## src/rtl/interrupt_controller.sv

```systemverilog
`default_nettype none
// interrupt_controller: 8-line priority interrupt controller with nesting,
// mask/pending/in-service registers and a registered handler vector. Rev 1.0
module interrupt_controller #(
  parameter logic [15:0] VECTOR_BASE        = 16'h0010,
  parameter int          VECTOR_STRIDE_LOG2 = 2
) (
  input  logic        clk,
  input  logic        reset,
  input  logic [7:0]  irq_in,
  output logic        int_req,
  output logic [15:0] int_vector,
  input  logic        int_ack,
  input  logic        int_eoi,
  input  logic [1:0]  reg_addr,
  input  logic [7:0]  reg_wdata,
  input  logic        reg_we,
  input  logic        reg_re,
  output logic [7:0]  reg_rdata
);

  localparam logic [1:0] ADDR_PENDING    = 2'd0;
  localparam logic [1:0] ADDR_MASK       = 2'd1;
  localparam logic [1:0] ADDR_IN_SERVICE = 2'd2;
  localparam logic [1:0] ADDR_CTRL       = 2'd3;

  typedef enum logic [0:0] {
    IDLE = 1'b0,
    REQ  = 1'b1
  } state_e;

  state_e      state_q, state_d;
  logic [7:0]  sync1_q, sync2_q, edge_q;
  logic [7:0]  pending_q, pending_d;
  logic [7:0]  mask_q, mask_d;
  logic [7:0]  in_service_q, in_service_d;
  logic        ctrl_en_q, ctrl_en_d;
  logic [2:0]  idx_q, idx_d;
  logic        req_q, req_d;
  logic [15:0] vector_q, vector_d;
  logic [7:0]  rdata_q, rdata_d;

  logic [7:0]  rise;
  logic [7:0]  eligible;
  logic [7:0]  eoi_bit;
  logic [3:0]  elig_lo;
  logic [3:0]  isv_lo;
  logic        candidate;
  logic        ack_take;

  // Returns 8 when no bit is set, so an idle in-service set never blocks.
  function automatic logic [3:0] lowest_idx(input logic [7:0] v);
    lowest_idx = 4'd8;
    for (int i = 7; i >= 0; i--) begin
      if (v[i]) lowest_idx = 4'(i);
    end
  endfunction

  assign rise      = sync2_q & ~edge_q;
  assign eligible  = pending_q & ~mask_q;
  assign elig_lo   = lowest_idx(eligible);
  assign isv_lo    = lowest_idx(in_service_q);
  assign candidate = ctrl_en_q && (eligible != 8'h00) && (elig_lo < isv_lo);
  assign ack_take  = (state_q == REQ) && int_ack;
  assign eoi_bit   = int_eoi ? (in_service_q & (~in_service_q + 8'd1)) : 8'h00;

  always_comb begin
    state_d  = state_q;
    req_d    = req_q;
    vector_d = vector_q;
    idx_d    = idx_q;
    case (state_q)
      IDLE: begin
        if (candidate) begin
          idx_d    = elig_lo[2:0];
          vector_d = VECTOR_BASE + ({13'd0, elig_lo[2:0]} << VECTOR_STRIDE_LOG2);
          req_d    = 1'b1;
          state_d  = REQ;
        end
      end
      REQ: begin
        // Committed request: only the acknowledge can retire it.
        if (int_ack) begin
          req_d   = 1'b0;
          state_d = IDLE;
        end
      end
      default: state_d = IDLE;
    endcase
  end

  always_comb begin
    pending_d = pending_q;
    if (reg_we && (reg_addr == ADDR_PENDING)) pending_d = pending_d & ~reg_wdata;
    if (ack_take) pending_d[idx_q] = 1'b0;
    pending_d = pending_d | rise;

    in_service_d = in_service_q & ~eoi_bit;
    if (ack_take) in_service_d[idx_q] = 1'b1;

    mask_d    = (reg_we && (reg_addr == ADDR_MASK)) ? reg_wdata : mask_q;
    ctrl_en_d = (reg_we && (reg_addr == ADDR_CTRL)) ? reg_wdata[0] : ctrl_en_q;

    rdata_d = rdata_q;
    if (reg_re) begin
      case (reg_addr)
        ADDR_PENDING:    rdata_d = pending_q;
        ADDR_MASK:       rdata_d = mask_q;
        ADDR_IN_SERVICE: rdata_d = in_service_q;
        default:         rdata_d = {7'd0, ctrl_en_q};
      endcase
    end
  end

  always_ff @(posedge clk or posedge reset) begin
    if (reset) begin
      state_q      <= IDLE;
      sync1_q      <= 8'h00;
      sync2_q      <= 8'h00;
      edge_q       <= 8'h00;
      pending_q    <= 8'h00;
      mask_q       <= 8'hFF;
      in_service_q <= 8'h00;
      ctrl_en_q    <= 1'b0;
      idx_q        <= 3'd0;
      req_q        <= 1'b0;
      vector_q     <= 16'h0000;
      rdata_q      <= 8'h00;
    end else begin
      state_q      <= state_d;
      sync1_q      <= irq_in;
      sync2_q      <= sync1_q;
      edge_q       <= sync2_q;
      pending_q    <= pending_d;
      mask_q       <= mask_d;
      in_service_q <= in_service_d;
      ctrl_en_q    <= ctrl_en_d;
      idx_q        <= idx_d;
      req_q        <= req_d;
      vector_q     <= vector_d;
      rdata_q      <= rdata_d;
    end
  end

  assign int_req    = req_q;
  assign int_vector = vector_q;
  assign reg_rdata  = rdata_q;

endmodule
`default_nettype wire
```

## config.mk

```make
export PLATFORM = sky130hd
export DESIGN_NAME = interrupt_controller
export DESIGN_NICKNAME = d
export VERILOG_FILES = /design/src/rtl/interrupt_controller.sv
export SDC_FILE = /design/constraint.sdc
export NUM_CORES = 1
export LEC_CHECK = 0
export CORE_AREA = 2 2 83 93
export CTS_BUF_LIST = sky130_fd_sc_hd__clkbuf_8
export DETAILED_ROUTE_END_ITERATION = 10
export DIE_AREA = 0 0 85 95
export GPL_ROUTABILITY_DRIVEN = 0
export GPL_TIMING_DRIVEN = 0
export PLACE_DENSITY_LB_ADDON = 0.08
export SYNTH_ARGS = -nofsm -noshare
export SYNTH_HDL_FRONTEND = slang
export SYNTH_SLANG_ARGS = --single-unit
```

## constraint.sdc

```tcl
create_clock -name clk -period 2.7 [get_ports clk]
set_input_delay 0.54 -clock clk [delete_from_list [all_inputs] [get_ports clk]]
set_output_delay 0.54 -clock clk [all_outputs]
set_load 0.03 [all_outputs]
```

=== Yosys cells after proc, flatten, opt, wreduce, memory -nomap -nowiden ===
Cells that the tools add are included.

* Memory bits (writable): 0
* Bits in registers: 78
* Latch bits: 0
* ROM bits: 0
* Input bits: 24
* Output and inout bits: 25
* Memories: 0

* Multiply operators: 0
* Magnitude comparators: 3
* Muxes and demuxes: 29
* Shift-type cells: 0
* Eq/ne operators: 5
* Reductions and logical operators: 11
* Add/sub/neg operators: 2
* Bitwise operators: 15
* Divide/modulo/power cells: 0

{| class="wikitable"
|+ Operators with widths
! kind !! number
|-
| two-way mux 4 bit || 16
|-
| bitwise AND 8 bit || 6
|-
| inverter 8 bit || 6
|-
| two-way mux 8 bit || 4
|-
| case mux 8 bit (3 select lines) || 1
|-
| OR 8 bit || 2
|-
| adder 8 x 1 -> 8 bit (second input constant) || 1
|-
| nonzero test 8 bit || 1
|-
| logical AND 1 bit || 7
|-
| adder 5 x 5 -> 6 bit (first input constant) || 1
|-
| two-way mux 1 bit || 5
|-
| equality test 2 bit (second input constant) || 2
|-
| < comparator 3 x 4 -> 1 bit (second input constant) || 1
|-
| < comparator 4 bit || 1
|-
| inequality test 2 bit (second input constant) || 2
|-
| case mux 1 bit (2 select lines) || 2
|-
| AND reduction 2 bit || 2
|-
| demux 1 bit (select 3 bit) || 1
|-
| greater-or-equal comparator 3 x 1 -> 1 bit (second input constant) || 1
|-
| equality test 2 x 1 -> 1 bit (second input constant) || 1
|-
| zero test 2 bit || 1
|-
| inverter 1 bit || 1
|}

=== Depth between registers and ports, before layout ===
Gate-level depths: netlist of run 1.

* Word-level depth: 14
* Gate-level depth with buffers: 9

=== Worst setup path after synthesis of run 1 ===
No wires, ideal clock.

* Path kind: register to register
* Start: register in_service_q[2]
* End: register idx_q[0]
* Arrival time: 2207 ps
* Period minus slack after synthesis: 2334 ps
* Slack: 366 ps
* Data required time: 2572 ps
* Cell stages (with the launch flop): 9
* Cells stage by stage: dfrtp_1 > nor4_2 > nand3_1 > ha_1 > nor3b_1 > nor2b_1 > nand2_1 > a22oi_2 > mux2_1

* Cells in the longest elaborated chain, start to end: 6

{| class="wikitable"
|+ Ends and longest elaborated chain
! item !! RTL line !! text
|-
| start, declared || 36 || <nowiki>logic [7:0] in_service_q, in_service_d;</nowiki>
|-
| start signal, assigned || 136 || <nowiki>in_service_q <= in_service_d;</nowiki>
|-
| two-way mux 4 bit (3 in series) || 55 || <nowiki>if (v[i]) lowest_idx = 4'(i);</nowiki>
|-
| < comparator 4 bit || 63 || <nowiki>assign candidate = ctrl_en_q && (eligible != 8'h00) && (elig_lo < isv_lo);</nowiki>
|-
| logical AND 1 bit || 63 ||
|-
| AND reduction 2 bit (no source line) || -- ||
|-
| end signal, assigned || 138 || <nowiki>idx_q <= idx_d;</nowiki>
|-
| end, declared || 38 || <nowiki>logic [2:0] idx_q, idx_d;</nowiki>
|}

Every way passes these cells.
A chain may end at the register's enable or synchronous reset.

=== Worst setup path in the final report of run 1 ===
* Start: register pending_q[5]
* End: register idx_q[0]

* Cells in the longest elaborated chain, start to end: 10
* Elaborated cells between the ends (all ways): 12
* Those cells by class: 1 x order compare; 6 x mux; 1 x bitwise; 4 x reduce/logical

{| class="wikitable"
|+ Ends and longest elaborated chain
! item !! RTL line !! text
|-
| start, declared || 34 || <nowiki>logic [7:0] pending_q, pending_d;</nowiki>
|-
| start signal, assigned || 134 || <nowiki>pending_q <= pending_d;</nowiki>
|-
| bitwise AND 8 bit || 60 || <nowiki>assign eligible = pending_q & ~mask_q;</nowiki>
|-
| two-way mux 4 bit (6 in series) || 55 ||
|-
| named net elig_lo[1] || 46 || <nowiki>logic [3:0] elig_lo;</nowiki>
|-
| < comparator 4 bit || 63 ||
|-
| logical AND 1 bit || 63 ||
|-
| AND reduction 2 bit (no source line) || -- ||
|}

The timed path passes the listed nets, and every way through them passes these cells.

==> metrics.yaml, run 1 <==
timing:
  finalCritPeriodShare_pct: 92.67
  finClkSkew_ns: 0.008804
  max_slew_margin_pct: 31.04
  fin_crit_ns: 2.502
  setup_viol: 0
  fin_setup_tns_ns: 0
  fmax_mhz: 399.6
  rsz0062_at_grt: "no"
  hold_viol_final: 0
  maxSlewViolCount: 0
  worstMarginPinSlew_ns: 1.032
finish:
  multiInputGateArea_um2: 1087
  stdcell_area_um2: 3531
  regArea_um2: 1587
  layout-drive-gt1-share_pct: 19.87
  diodes: 0
  n_fill_cell: 682
  fin_nets: 339
  syn_to_final_growth_pct: 27.23
detailed_routing:
  drt_iter0_markers: 138
  wl_per_cell_um: 14.50
  first_pass_iters: 4
  wirelength_um: 5858
  met3WireLength_um: 211
  route.met2.wl_um: 2841
  vias_per_cell: 4.859
  top_layer: "met4"
  drc_errors: 0
  vias: 1963
  final_antenna_net_count: 0
  wl_met1_um: 2688
clock_tree:
  cts.path.max_buffers: 2
  hold_buffers: 0
  cts_made_buffers: 9
  cts_tree: "built"
  clkTransAtPathRegs_ns: 0.07
  clock_sinks: 63
  root_buffer: "clkbuf_8"
  cts.htree.levels: 3
  clk_latency_ns: 0.34
grt:
  overflow: 0
  grtUsageTotal_pct: 16.18
  first_global_vias: 1917
  grt_pass1_wl_um: 9715
  grt_max_degree: 37
  antenna_found_initial: 0
die:
  core_area_um2: 7226
  die_area_um2: 8075
  die_w_um: 85
  start_util_pct: 38.41
  die_y_um: 95
  num_io_pins: 49
  rows: 33
power:
  peakVddDrop_mv: 0.3858
  power.leakage_nw: 1.605
  p_per_area_nw_per_um2: 963.8
worst_setup_path:
  rrSetupSlack_ns: 0.20
  required_ns: 2.92
  endpoint_kind: "register"
  worstPathCellList: "nor2b_1, nor2_1, o21ai_0, a31oi_1, ha_1, a211o_1, o221a_4, a22oi_2, mux2_1"
  r2r_end: "idx_q[0]"
  path_class: "register to register"
  cp_num_buf_inv: 0
  cp_slowest_cell: "dfrtp_1"
  cp_max_fo: 4
  crit_family: "compound AO/OA/AOI/OAI gates"
  worstPathArrival_ns: 2.73
  cpPeakStageDelay_ns: 0.37
  r2r_start: "pending_q[5]"
  start_kind: "register"
  reg2reg_depth: 9
min_path:
  whs_path_depth: 0
  min_to: "sync2_q[4]"
  hold_start: "sync1_q[4]"
  hold_path.class: "register to register"
status:
  status: "finished clean"
synth:
  synth_area_leaders: "dfrtp_1 50%, dfstp_2 7.6%, mux2_2 4.1%"
  synth_edf_count: 0
  yosysWarnings: 0
  ys_types: 41
  synthesis.area_um2: 2775
  synth_top_cell_area_share_pct: 49.59
  synth_area_per_cell_um2: 10.97
  synth_most_common_cell: "dfrtp_1"
  synthArstFlopShare_pct: 100.0
  synth_largest_area_cell: "dfrtp_1"
  syn_inst: 253
  synth_ff_type: "dfrtp_1"
  synth_seq_cells: 63
  synth-seq-area-share_pct: 57.17
  synth_commonest_cells: "55 x dfrtp_1, 24 x nor2_1, 21 x a21oi_1, 19 x nand2_1, 16 x o21ai_0"
place:
  place.port_buffers: 36
  dp.final_hpwl_um: 4259
  place_area_um2: 3306
flow_run:
  maxCapViolations: 0
-- sequential cells by signal, indices dropped and copies added, names as in the netlist --
register,count
edge_q,8
in_service_q,8
mask_q,8
pending_q,8
reg_rdata,8
sync1_q,8
sync2_q,8
idx_q,2
int_vector,2
ctrl_en_q,1
int_req,1
state_q,1
-- worst max-delay path by stage --
stage	startpoint	cells after the start	to	slack, ns
final	pending_q[5]	9	idx_q[0]	0.20
after global routing	pending_q[5]	9	idx_q[1]	0.01
after CTS	mask_q[5]	7	idx_q[0]	0.08
after detailed placement	reg_addr[0]	6	pending_q[1]	-0.03
after global placement	reset	2	pending_q[0]	-0.57
after floorplan	in_service_q[2]	8	idx_q[0]	0.37
-- power breakdown --
part | internal [mW] | total [mW] | switching (mW)
registers | 1.15 | 1.35 | 0.204
clock network | 0.467 | 0.815 | 0.348
logic | 0.590 | 1.24 | 0.649
total | 2.20 | 3.40 | 1.20
-- stage by stage --
| stage | setup WS (ns) | cells | hold slack [ns] | util (%) | total power [mW] |
|---|---|---|---|---|---|
| final | 0.1978 | 404 | 0.3501 | 48.87 | 3.403 |
| after global routing | 0.01210 | 404 | 0.3558 | 48.87 | 3.631 |
| after CTS | 0.08174 | 403 | 0.3513 | 48.55 | 3.423 |
| after detailed placement | -0.02738 | 388 | 0.3356 | 45.75 | 2.584 |
| after global placement | -0.5695 | 387 | 0.3344 | 45.47 | 2.564 |
| after floorplan | 0.3655 | 264 | 0.3312 | - | 2.208 |
-- area by class of cell --
cell class              count  area share [%]
repair buffers             38           10.99
multi-input cells         170           30.79
plain buffers              16           3.012
well taps                  87           3.083
flip-flops and latches     63           44.93
clock buffers              11           4.288
clock inverters             4           1.311
inverters                  15           1.595
-- per-layer routing --
layer / GRT usage, % / up-vias
met5: 0 / -
met4: 7.540 / 0
met3: 4.371 / 10
met2: 25.00 / 33
met1: 21.22 / 956
li1: - / 964
-- placed cells by master (no fill, tap or decap), drive strengths merged, types with 2 or more instances in the layout --
cell / instances
inv: 16
nor2: 24
or2b: 3
or2: 2
o21ai: 17
ha: 2
mux2: 12
nor2b: 8
nand3: 8
o211ai: 3
conb: 12
nand2: 19
a31oi: 2
nand4: 2
dfstp: 8
nor4: 2
clkbuf: 14
nand2b: 6
dfrtp: 55
a21oi: 21
a21o: 5
buf: 15
clkdlybuf4s50: 36
or3: 2
nor3b: 2
mux2i: 7
-- kinds of logic (layout without fill, tap and decap cells) --
family	Yosys count	count (layout)	synth area share (%)
AND/OR/NAND/NOR	80	80	14.38
flip-flops	63	63	57.17
AO/OA/AOI/OAI	55	55	13.03
buffers and inverters	31	84	5.861
multiplexers	20	20	8.206
adder cells (fa/ha/maj)	2	2	0.9016
other	1	12	0.1351
XOR/XNOR	1	1	0.3157
-- timing repair --
action                                  CTS  global route
gates resized for setup                   1             2
endpoints found under the setup margin    1             3
setup buffers                             0             1
No activity file was read; power rests on OpenSTA's default activity.
==> run 2, diff against run 1 <==
Clock period 2.7 ns to 3.2 ns, I/O delays scaled along.
==> run 2 against run 1 <==
  * Worst setup slack improved by 0.32 ns
  * Utilization decreased by 0.38 points
  * Critical path depth unchanged
  * Fmax decreased by 6.6%
  * Clock skew decreased by 0.0013 ns
  * Global-route usage about the same
  * Flip-flop and latch count unchanged
  * Critical endpoint unchanged
  * Clock power decreased by 16%
  * Highest routed layer unchanged
  * Sequential share of layout area increased by 0.35 points
  * Design area decreased by 0.78%
  * Critical path type unchanged
  * Wire length decreased by 0.68%
==> metrics.yaml, run 2 (synthesized netlist as in run 1, its figures left out) <==
power:
  peakVddDrop_mv: 0.3232
  power_mw: 2.844
  p_per_area_nw_per_um2: 811.8
  power.leakage_nw: 1.592
clock_tree:
  clk_latency_ns: 0.34
  post_cts_buffers: 0
  cts.path.max_buffers: 2
  root_buffer: "clkbuf_8"
  cts_made_buffers: 9
  clkTransAtPathRegs_ns: 0.07
  cts.htree.levels: 3
  cts_tree: "built"
  clock_sinks: 63
  hold_buffers: 0
  cts_resized: 0
die:
  start_util_pct: 38.41
  rows: 33
  die_y_um: 95
  die_area_um2: 8075
  core_area_um2: 7226
  die_w_um: 85
  num_io_pins: 49
grt:
  grt_pass1_wl_um: 9722
  overflow: 0
  grtUsageTotal_pct: 16.20
  antenna_found_initial: 0
  first_global_vias: 1915
  grt_max_degree: 37
timing:
  worstMarginPinSlew_ns: 1.026
  max_slew_margin_pct: 31.47
  maxSlewViolCount: 0
  fin_crit_ns: 2.679
  hold_viol_final: 0
  finalCritPeriodShare_pct: 83.73
  fin_hold_ws_ns: 0.3502
  finClkSkew_ns: 0.007551
  setup_viol: 0
  fmax_mhz: 373.2
  rsz0062_at_grt: "no"
  fin_ws_ns: 0.5205
finish:
  layout_common_cells: "55 x dfrtp_1, 36 x clkdlybuf4s50_1, 24 x nor2_1"
  fin_nets: 338
  diodes: 0
  layout_commonest_cell: "dfrtp_1"
  layout-drive-gt1-share_pct: 18.99
  syn_to_final_growth_pct: 26.24
  instances_no_fill: 403
place:
  place_ws_ns: 0.3726
  place.port_buffers: 36
  dp_cells: 388
  dp.final_hpwl_um: 4259
detailed_routing:
  drt_iter0_markers: 145
  vias: 1977
  drc_errors: 0
  final_antenna_net_count: 0
  route.met2.wl_um: 2792
  wirelength_um: 5818
  wl_met1_um: 2645
  top_layer: "met4"
  first_pass_iters: 4
  wl_per_cell_um: 14.44
  vias_per_cell: 4.906
  met3WireLength_um: 259
status:
  status: "finished clean"
flow_run:
  maxCapViolations: 0
worst_setup_path:
  start_kind: "register"
  cp_max_fo: 6
  critPathLaunch: "pending_q[3]"
  endpoint_kind: "register"
  required_ns: 3.42
  r2r_start: "pending_q[3]"
  path_class: "register to register"
  worstPathArrival_ns: 2.90
min_path:
  hold_start: "sync1_q[3]"
  hold_path.class: "register to register"
run 2: routing by layer:
| layer | up-vias | global-route usage [%] |
|---|---|---|
| li1 | 960 | - |
| met1 | 961 | 21.28 |
| met2 | 46 | 25.00 |
| met3 | 10 | 4.371 |
| met4 | 0 | 7.540 |
| met5 | - | 0 |
run 2: critical path, cell delays in order (launching register included):
cell	delay (ns)
dfrtp_1	0.38
or2b_2	0.34
nand4_1	0.24
nor2b_1	0.10
ha_1	0.21
nor3b_1	0.39
nor2b_1	0.23
nand2_1	0.10
a22oi_2	0.23
mux2_1	0.35
run 2: worst paths after layout:
path	endpoint	slack (ns)	depth (start not counted)
max	idx_q[0]	0.52	9
min	sync2_q[3]	0.35	0
max reg2reg	idx_q[0]	0.52	9
min reg2reg	sync2_q[3]	0.35	0
max in group asynchronous	mask_q[5]	1.84	3
min in group asynchronous	reg_rdata[3]	0.70	2
run 2: through the flow:
stage | TNS [ns] | cell area (µm²) | util (%)
6_report | 0 | 3503 | 48.48
5_1_grt | 0 | 3503 | 48.48
4_1_cts | 0 | 3503 | 48.48
3_5_place_dp | 0 | 3306 | 45.75
3_3_place_gp | -9.116 | 3286 | 45.47
2_1_floorplan | 0 | 2816 | -
run 2: area by class of cell:
type / count / area [µm²]
plain buffers: 16 / 106.4
clock buffers: 11 / 151.4
clock inverters: 4 / 46.29
fillers: 685 / 3722
inverters: 15 / 56.30
multi-input cells: 170 / 1067
flip-flops and latches: 63 / 1587
well taps: 87 / 108.9
repair buffers: 37 / 380.4
run 2: power by group:
part	leakage [nW]	switching, mW	internal, mW
combinational	0.760	0.541	0.485
sequential	0.729	0.167	0.966
clock	0.103	0.290	0.394
total	1.59	0.999	1.85
==> run 3, diff against run 2 <==
Clock period 3.2 ns to 2.2 ns, I/O delays scaled along.
==> run 3 against run 2 <==
  * The run now ends with negative setup slack left
  * Die area unchanged
  * Register-to-register slack worse by 0.61 ns
  * Clock power is 46% higher
==> metrics.yaml, run 3 (synthesized netlist as in run 1, its figures left out) <==
worst_setup_path:
  cp_max_fo: 4
  endpoint_kind: "register"
  worstPathCellList: "nor2b_2, o21ai_1, a31oi_2, ha_2, a211o_1, o221a_4, a22oi_2, mux2_4"
  start_kind: "register"
  worstPathArrival_ns: 2.51
  cp_slowest_cell: "dfstp_2"
  required_ns: 2.42
  cpPeakStageDelay_ns: 0.54
  cp_num_buf_inv: 0
  crit_family: "compound AO/OA/AOI/OAI gates"
  path_class: "register to register"
clock_tree:
  clock_sinks: 63
  hold_buffers: 0
  root_buffer: "clkbuf_8"
  cts_made_buffers: 9
  cts_tree: "built"
  clk_latency_ns: 0.34
  clkTransAtPathRegs_ns: 0.06
  cts.path.max_buffers: 2
  cts.htree.levels: 3
place:
  place_area_um2: 3338
  dp.final_hpwl_um: 4310
  dp_cells: 388
  place_ws_ns: -0.5498
  place.port_buffers: 36
die:
  core_area_um2: 7226
  start_util_pct: 38.41
  die_y_um: 95
  num_io_pins: 49
  die_w_um: 85
  die_area_um2: 8075
  rows: 33
timing:
  fin_crit_ns: 2.292
  hold_viol_final: 0
  maxSlewViolCount: 0
  rsz0062_at_grt: "yes"
  finalCritPeriodShare_pct: 104.2
  setup_viol: 2
  max_slew_margin_pct: 52.79
  fin_ws_ns: -0.09223
  fmax_mhz: 436.3
  finClkSkew_ns: 0.006626
  worstMarginPinSlew_ns: 0.7050
detailed_routing:
  wl_per_cell_um: 14.25
  wirelength_um: 6000
  drc_errors: 0
  vias: 2018
  vias_per_cell: 4.793
  final_antenna_net_count: 0
  drt_iter0_markers: 82
  first_pass_iters: 4
grt:
  grtUsageTotal_pct: 16.43
  first_global_vias: 1981
  grt_max_degree: 39
  met2_usage_pct: 26.37
  use_met3_pct: 4.283
  gr-max-usage-layer: "met2"
  grtUsageMet1_pct: 20.56
  grt_pass1_wl_um: 9956
  antenna_found_initial: 0
  overflow: 0
power:
  p_per_area_nw_per_um2: 1217
  power.leakage_nw: 1.711
  peakVddDrop_mv: 0.6459
  power_mw: 4.554
finish:
  layout-drive-gt1-share_pct: 29.34
  instances_no_fill: 421
  syn_to_final_growth_pct: 34.81
  fin_nets: 356
  layout_commonest_cell: "dfrtp_1"
  diodes: 0
  stdcell_area_um2: 3741
  layout_common_cells: "50 x dfrtp_1, 36 x clkdlybuf4s50_1, 30 x buf_4"
flow_run:
  maxCapViolations: 0
min_path:
  hold_path.class: "register to register"
status:
  status: "complete, but fails checks"
  violations: "negative setup slack"
run 3: cell count changes in the layout (fill, tap and decap cells not counted), moves of 3 or more:
cell     previous run  this run
nor2b_1             8         3
dfrtp_2             0         5
dfrtp_1            55        50
buf_4              12        30
nor2b_4             0         3
run 3: per-stage QoR:
step           utilization [%]  TNS [ns]  hold slack [ns]
6_report                 51.77   -0.1811           0.3479
5_1_grt                  51.77   -0.8468           0.3596
4_1_cts                  51.06   -0.2029           0.3520
3_5_place_dp             46.20    -4.972           0.3364
3_3_place_gp             45.92    -58.66           0.3311
2_1_floorplan                -  -0.03153           0.3312
run 3: final cells by class:
| cell class | count | area [µm²] |
|---|---|---|
| fill | 655 | 3485 |
| sequential | 63 | 1593 |
| multi-input combinational | 170 | 1164 |
| timing repair buffer | 55 | 515.5 |
| clock buffer | 11 | 151.4 |
| tap | 87 | 108.9 |
| buffer | 16 | 106.4 |
| inverter | 15 | 56.30 |
| clock inverter | 4 | 46.29 |
run 3: routing by layer:
metal	vias to the layer above	part of all wire, %	routed length (µm)
met5	-	0	0
met4	0	2.4	146
met3	13	2.9	177
met2	28	50	3018
met1	980	44	2658
li1	997	-	-
run 3: final timing paths:
| check | start | slack [ns] | cells after the start | to |
|---|---|---|---|---|
| max in group asynchronous | reset | 1.07 | 3 | mask_q[5] |
| hold reg to reg | sync1_q[5] | 0.35 | 0 | sync2_q[5] |
| hold / removal | sync1_q[5] | 0.35 | 0 | sync2_q[5] |
| setup / recovery | mask_q[7] | -0.09 | 8 | idx_q[1] |
| setup reg to reg | mask_q[7] | -0.09 | 8 | idx_q[1] |
| min in group asynchronous | reset | 0.47 | 2 | reg_rdata[3] |
run 3: timing repair:
item | in CTS | in global routing
resized for setup | 13 | 7
endpoints found under the setup margin | 14 | 6
pin swaps | 10 | 7
buffers inserted | 14 | 5
run 3: worst reg2reg max path: cells and delay by family, from the launching register on:
family	cells	cell delay [ns]
multiplexers	1	0.33
AO/OA/AOI/OAI	5	1.05
adder cells (fa/ha/maj)	1	0.19
AND/OR/NAND/NOR	1	0.06
flip-flops	1	0.54
run 3: where the power goes:
group / switching [mW] / internal [mW] / total (mW)
Clock: 0.425 / 0.572 / 0.997
Combinational: 0.890 / 1.00 / 1.89
Sequential: 0.254 / 1.41 / 1.66
==> RTL change (flow settings as in run 3) <==
Add an input register stage for `irq_in`; this delays it by one clock. The other inputs are not delayed to match.
--- a/src/rtl/interrupt_controller.sv
+++ b/src/rtl/interrupt_controller.sv
@@ -29,4 +29,10 @@
     REQ  = 1'b1
   } state_e;
+
+  logic [7:0] irq_q;
+
+  always_ff @(posedge clk) begin
+    irq_q <= irq_in;
+  end
 
   state_e      state_q, state_d;
@@ -129,5 +135,5 @@
     end else begin
       state_q      <= state_d;
-      sync1_q      <= irq_in;
+      sync1_q      <= irq_q;
       sync2_q      <= sync1_q;
       edge_q       <= sync2_q;
Check against the original RTL: not equivalent (Yosys sat finds a counterexample within 10 cycles, from zero or initial values and one cycle with reset high).
==> RTL change against run 3 <==
The run still ends with negative setup slack left. Cell area increased by 2.6%. Setup slack improved by 0.025 ns. Clock power about the same. Sequential cell count increased by 8. Maximum frequency increased by 1.1%. Global-route usage decreased by 0.46 points. Synthesized cell count increased by 4.3%. Power increased by 3.3%. Hold slack got worse by 0.018 ns. Sequential power increased by 8%. Wire length decreased by 1.2%. Area after synthesis increased by 6.8%. Critical path depth increased by 1. Critical path type unchanged. Critical endpoint unchanged. Largest power group unchanged.
==> RTL change: results (changes against run 3) <==
[run_status]
status = finished, violations left
violations = negative setup slack

[placement]
post_dp_cell_area_mm2 = 0.00350  ; +4.8%
dp.final_hpwl_um = 4350  ; +0.94%

[route]
avgViaCountPerCell = 4.77  ; -0.44%
vias = 2033  ; +0.74%

[setup_path]
reg2regPathDepth = 9  ; +1
arrival_ns = 2.49  ; -0.02 ns
cp_max_fo = 3  ; -1

[worst_hold_path]
hp-start = irq_q[0]$_DFF_P_
min_to = sync1_q[0]$_DFF_PP0_

[synthesis]
syn_avg_cell_area_um2 = 11.2  ; +2.3%
synth_seq_area_share_pct = 59.0  ; +1.8 points
synth_common_cells = dfrtp_1, nor2_1, a21oi_1
synth-seq-cells = 71  ; +13%
synthArstFlopShare_pct = 88.7  ; -11 points

[layout]
buf_share_pct = 15.1  ; -1.5 points
fillers = 651  ; -0.61%
layout-drive-gt1-share_pct = 23.9  ; -5.4 points

[sta]
worst_hold_slack_ns = 0.329  ; -0.0184 ns
setup_ws_ns = -0.0675  ; +0.0247 ns
setup_viol = 3  ; +1

[cts]
cts-resized-gates = 7  ; -6

[pwr]
clock_power_mw = 1.00  ; about the same
swShare_pct = 35.4  ; +0.95 points

[grt]
grt_max_degree = 37  ; -5.1%

==> RTL change: changes by cell type after synthesis, sizes merged, moves of 2 or more <==
cell	delta
nor3	+4
or2b	-3
nand2	-3
nor2b	-2
inv	+4
and2b	+3
or2	-2
dfxtp	+8
nand3	-2
o22ai	+2
==> RTL change: logic make-up (layout without fill, tap and decap cells) <==
group | after synthesis | after routing | synth area share [%]
buffers and inverters | 37 | 101 | 6.33
AOI/OAI and AO/OA | 59 | 59 | 13.0
and+or+nand+nor | 73 | 73 | 12.7
muxes | 20 | 20 | 7.77
xor gates and xnor gates | 1 | 1 | 0.296
adders and majority gates | 2 | 2 | 0.844
other | 1 | 12 | 0.127
DFF | 71 | 71 | 59.0
==> RTL change: per-layer routing <==
| layer | vias up | wire length, um | global-route usage (%) |
|---|---|---|---|
| met2 | 40 | 2850 | 24.4 |
| met4 | 0 | 212 | 10.8 |
| met3 | 15 | 173 | 3.58 |
| li1 | 1021 | - | - |
| met1 | 957 | 2690 | 20.2 |
| met5 | - | 0 | 0 |
